--- src/rtl/piso_serializer_if.sv ---
// Handshake and serial-output bundle between a word source and piso_serializer.
interface piso_if #(
    parameter int WIDTH = 4
);
    logic             load_valid;
    logic             load_ready;
    logic [WIDTH-1:0] load_data;
    logic             shift_en;
    logic             ser_out;
    logic             ser_valid;
    logic             frame_start;
    logic             frame_last;
    logic             busy;

    modport master (
        output load_valid, load_data, shift_en,
        input  load_ready, ser_out, ser_valid, frame_start, frame_last, busy
    );

    modport slave (
        input  load_valid, load_data, shift_en,
        output load_ready, ser_out, ser_valid, frame_start, frame_last, busy
    );
endinterface

--- src/rtl/piso_serializer.sv ---
// Parallel-in serial-out stage: takes a WIDTH-bit word over valid/ready and
// emits it one bit per enabled clock with frame start/last markers.
module piso_serializer #(
    parameter int WIDTH     = 4,
    parameter bit MSB_FIRST = 1'b1
) (
    input  logic  clk,
    input  logic  rst,
    piso_if.slave bus
);
    localparam int             CW       = (WIDTH > 1) ? $clog2(WIDTH) : 1;
    localparam logic [CW-1:0]  LAST_IDX = CW'(WIDTH - 1);

    typedef enum logic {
        IDLE  = 1'b0,
        SHIFT = 1'b1
    } state_t;

    state_t           state_p0, state_nxt;
    logic [WIDTH-1:0] shreg_p0, shreg_nxt;
    logic [CW-1:0]    cnt_p0, cnt_nxt;
    logic             in_shift;
    logic             at_last;
    logic             load_ready_c;
    logic             accept;

    // Moves the register one place toward whichever end drives ser_out.
    function automatic logic [WIDTH-1:0] shift_once(input logic [WIDTH-1:0] v);
        if (MSB_FIRST) begin
            return {v[WIDTH-2:0], 1'b0};
        end else begin
            return {1'b0, v[WIDTH-1:1]};
        end
    endfunction

    assign in_shift     = (state_p0 == SHIFT);
    assign at_last      = in_shift && (cnt_p0 == LAST_IDX);
    assign load_ready_c = !rst && (!in_shift || (at_last && bus.shift_en));
    assign accept       = bus.load_valid && load_ready_c;

    always_comb begin
        state_nxt = state_p0;
        shreg_nxt = shreg_p0;
        cnt_nxt   = cnt_p0;
        unique case (state_p0)
            IDLE: begin
                if (accept) begin
                    state_nxt = SHIFT;
                    shreg_nxt = bus.load_data;
                    cnt_nxt   = '0;
                end
            end
            SHIFT: begin
                if (accept) begin
                    shreg_nxt = bus.load_data;
                    cnt_nxt   = '0;
                end else if (bus.shift_en) begin
                    if (at_last) begin
                        // Clearing here keeps ser_out low while idle.
                        state_nxt = IDLE;
                        shreg_nxt = '0;
                        cnt_nxt   = '0;
                    end else begin
                        shreg_nxt = shift_once(shreg_p0);
                        cnt_nxt   = cnt_p0 + CW'(1);
                    end
                end
            end
            default: begin
                state_nxt = IDLE;
                shreg_nxt = '0;
                cnt_nxt   = '0;
            end
        endcase
    end

    // Stage p0: state, shift register and bit counter.
    always_ff @(posedge clk) begin
        if (rst) begin
            state_p0 <= IDLE;
            shreg_p0 <= '0;
            cnt_p0   <= '0;
        end else begin
            state_p0 <= state_nxt;
            shreg_p0 <= shreg_nxt;
            cnt_p0   <= cnt_nxt;
        end
    end

    assign bus.ser_out     = MSB_FIRST ? shreg_p0[WIDTH-1] : shreg_p0[0];
    assign bus.ser_valid   = in_shift;
    assign bus.busy        = in_shift;
    assign bus.frame_start = in_shift && (cnt_p0 == '0);
    assign bus.frame_last  = at_last;
    assign bus.load_ready  = load_ready_c;
endmodule

--- src/flat_wrapper.sv ---
// flat-port wrapper written by rule: the top's interface ports become plain ports
module piso_serializer_flat 
#(
    parameter int WIDTH     = 4,
    parameter bit MSB_FIRST = 1'b1
)
  (clk, rst, bus_load_valid, bus_load_data, bus_shift_en, bus_load_ready, bus_ser_out, bus_ser_valid, bus_frame_start, bus_frame_last, bus_busy);
  piso_if #(.WIDTH(WIDTH)) bus_i ();
  input  logic clk;
  input  logic rst;
  input wire logic [$bits(bus_i.load_valid)-1:0] bus_load_valid;
  input wire logic [$bits(bus_i.load_data)-1:0] bus_load_data;
  input wire logic [$bits(bus_i.shift_en)-1:0] bus_shift_en;
  output wire logic [$bits(bus_i.load_ready)-1:0] bus_load_ready;
  output wire logic [$bits(bus_i.ser_out)-1:0] bus_ser_out;
  output wire logic [$bits(bus_i.ser_valid)-1:0] bus_ser_valid;
  output wire logic [$bits(bus_i.frame_start)-1:0] bus_frame_start;
  output wire logic [$bits(bus_i.frame_last)-1:0] bus_frame_last;
  output wire logic [$bits(bus_i.busy)-1:0] bus_busy;
  assign bus_i.load_valid = bus_load_valid;
  assign bus_i.load_data = bus_load_data;
  assign bus_i.shift_en = bus_shift_en;
  assign bus_load_ready = bus_i.load_ready;
  assign bus_ser_out = bus_i.ser_out;
  assign bus_ser_valid = bus_i.ser_valid;
  assign bus_frame_start = bus_i.frame_start;
  assign bus_frame_last = bus_i.frame_last;
  assign bus_busy = bus_i.busy;
  piso_serializer #(.WIDTH(WIDTH), .MSB_FIRST(MSB_FIRST)) u_core (.clk(clk), .rst(rst), .bus(bus_i));
endmodule
--- config.mk ---
export PLATFORM = sky130hd
export DESIGN_NAME = piso_serializer_flat
export DESIGN_NICKNAME = d
export VERILOG_FILES = /design/src/rtl/piso_serializer_if.sv /design/src/rtl/piso_serializer.sv /design/src/flat_wrapper.sv
export SDC_FILE = /design/constraint.sdc
export NUM_CORES = 1
export LEC_CHECK = 0
export BUFFER_PORTS_ARGS = -buffer_cell sky130_fd_sc_hd__buf_2
export CAP_MARGIN = 10
export CORE_AREA = 2 2 39 41
export DETAILED_ROUTE_END_ITERATION = 12
export DIE_AREA = 0 0 41 43
export PLACE_DENSITY = 0.55
export SETUP_SLACK_MARGIN = 0.5
export SYNTH_ARGS = -nofsm -noshare
export SYNTH_HDL_FRONTEND = slang
export SYNTH_SLANG_ARGS = --single-unit
--- constraint.sdc ---
create_clock -name clk -period 1.9 [get_ports clk]
set_input_delay 0.38 -clock clk [delete_from_list [all_inputs] [get_ports clk]]
set_output_delay 0.38 -clock clk [all_outputs]
set_load 0.05 [all_outputs]
==> flow_metrics.py <==
metrics = {
    "finish": {
        "fin_area_um2": 588.1,
        "fillCellCount": 150,
        "syn_to_final_growth_pct": 42.42,
        "instances_no_fill": 83,
        "final_util_pct": 42.50,
        "drive_gt1_share_pct": 43.28,
        "diodes": 0,
        "nets": 78,
    },
    "setup_path": {
        "crit_type": "reg -> out",
        "required_ns": 1.52,
        "worst_setup_path_end_kind": "output port",
        "cp_max_fo": 3,
        "cp-start-kind": "flop",
        "arrival_ns": 1.12,
    },
    "synth": {
        "synth_area_per_cell_um2": 8.258,
        "synth_top_family_by_area": "simple AND/OR/NAND/NOR gates",
        "synth_edf_count": 0,
        "synth_fa_ha_area_share_pct": 6.061,
        "synth_ff_type": "dfxtp_1",
        "synth_compound_area_share_pct": 19.09,
        "post_synth_mux_area_share_pct": 5.152,
        "yosys_register_bits": 7,
        "netlist_instances": 50,
        "synth_top_area_cell": "dfxtp_1",
        "synthSimpleGateAreaFrac_pct": 25.76,
        "ys_warn_count": 0,
        "ys_top_cells_by_area": "dfxtp_1, o21ai_0, nor2_1",
        "synth_top_area_share_pct": 33.94,
        "yosysSeqAreaShare_pct": 33.94,
        "synthXorXnorAreaFrac_pct": 0,
        "async_reset_ff_share_pct": 0,
        "synth.net_count": 60,
        "synth_common_cells": "dfxtp_1, nor2_1, o21ai_0",
        "synth_area_um2": 412.9,
        "synth_cell_types": 21,
    },
    "timing": {
        "setup_viol": 0,
        "hold_ws_ns": 0.3951,
        "fin_crit_sh_pct": 79.13,
        "post-route-min-period_ns": 1.503,
        "setup_tns_ns": 0,
        "max_freq_mhz": 665.2,
        "relSlewSlack_pct": 81.71,
        "tightest_slew_ns": 0.2668,
        "fin_skew_ns": 0.006405,
        "maxSlewViolCount": 0,
        "rsz0062_at_grt": "true",
        "final_hold_viol_count": 0,
    },
    "detailed_routing": {
        "via_per_inst": 4.916,
        "drc": 0,
        "ant_nets": 0,
        "first_iter_violations": 6,
        "vias": 408,
        "wl_per_cell_um": 9.976,
        "drt_wl_total_um": 828,
        "drt_first_pass_iters": 5,
    },
    "placement": {
        "port_buffers": 13,
        "gp_congestion": 0.7287,
        "dp_hpwl_um": 611,
        "post_dp_cell_area_um2": 483.0,
        "place_inst": 76,
    },
    "clock_tree": {
        "clk_pin_slew_ns": 0.06,
        "cts-root-buf": "clkbuf_4",
        "cts_tree": "built",
        "cts-buffers-inserted": 3,
        "clock_latency_ns": 0.25,
        "clock-sinks": 7,
        "ctsHtreeMaxLevel": 1,
        "hold_buffers": 0,
        "cts_max_path_buffers": 2,
    },
    "grt": {
        "grt_overflow_total": 0,
        "grt_use_total_pct": 11.85,
        "grt_pass1_wl_mm": 1.414,
        "grt_pass1_vias": 365,
        "antenna_found_initial": 0,
        "grt_max_degree": 12,
    },
    "floorplan": {
        "die_h_um": 43,
        "die_x_um": 41,
        "initial_core_util_pct": 29.84,
        "core_area_um2": 1384,
        "io_pins": 14,
        "rows": 14,
        "dieArea_um2": 1763,
    },
    "outcome": {
        "outcome": "complete, no violations",
    },
    "power_and_ir_drop": {
        "p_leak_nw": 0.2528,
        "powerDensity_nw_per_um2": 684.8,
        "vdd_drop_max_mv": 0.2771,
    },
    "flow_run": {
        "max_cap_violations": 0,
    },
    "worst_hold_path": {
        "hold_class": "in -> reg",
    },
}
[where the power goes]
group          switching, mW  leakage (nW)  internal (mW)
Sequential           0.00967        0.0599          0.155
Combinational         0.0600         0.178         0.0418
Clock                 0.0556        0.0150         0.0802
[registers in the layout, indices dropped and copies added (netlist names)]
signal           cells
u_core.shreg_p0      4
u_core.cnt_p0        2
u_core.bus.busy      1
[metal layers]
layer / track usage [%] / up-vias / wire, µm
met4: 8.000 / 0 / 0
met1: 16.40 / 188 / 386
met3: 3.141 / 0 / 52
met2: 15.31 / 15 / 389
li1: - / 205 / -
met5: 0 / - / 0
[worst paths after layout]
| kind | slack (ns) | end | depth (start not counted) | from |
|---|---|---|---|---|
| worst max-delay path | 0.40 | bus_load_ready | 4 | u_core.cnt_p0[0] |
| worst min-delay path | 0.40 | u_core.shreg_p0[2] | 3 | bus_load_data[2] |
| worst max register to register | 0.64 | u_core.shreg_p0[1] | 5 | u_core.cnt_p0[0] |
| worst min register to register | 0.49 | u_core.shreg_p0[0] | 2 | u_core.shreg_p0[0] |
[layout make-up]
cell class              count  area, µm²  share of cell area, %
repair buffers             16      110.1                  18.72
clock buffers               4      26.28                  4.468
multi-input cells          37      269.0                  45.74
inverters                   3      11.26                  1.915
flip-flops and latches      7      151.4                  25.74
well taps                  16      20.02                  3.404
[logic make-up after synthesis]
kind of cell / Yosys count
AO/OA/AOI/OAI: 13
adder cells (fa/ha/maj): 2
buffers and inverters: 6
flip-flops: 7
multiplexers: 2
AND/OR/NAND/NOR: 20
[layout by cell type, fill, tap and decap left out, types with 2 or more instances in the layout]
cell type	Yosys	routed
nand2_1	4	4
a21oi_1	2	2
o21ai_0	6	6
dfxtp_4	0	3
nor2_1	7	6
buf_4	1	3
a211oi_1	3	3
buf_2	0	10
buf_6	2	2
clkbuf_4	0	3
dfxtp_1	7	4
nor2b_1	3	3
[what timing repair did]
item | in CTS | in global routing
resized for setup | 16 | 2
pin swaps | 2 | 0
setup endpoints to repair | 3 | 3
setup buffers | 3 | 0
hold endpoints to repair | 0 | 0
[critical path: stages (launching register included)]
cell and delay (ns):
dfxtp_4 0.35, ha_4 0.17, a21boi_4 0.16, nor2_4 0.04, buf_6 0.15
[metrics by stage]
stage / worst slack (ns) / power [mW]
final: 0.3966 / 0.4027
after global placement: 0.4233 / 0.2586
after floorplan: 0.5164 / 0.2414
after CTS: 0.3919 / 0.4110
after detailed placement: 0.3796 / 0.2587
after global routing: 0.3454 / 0.4347
(Power assumes the default switching activity.)
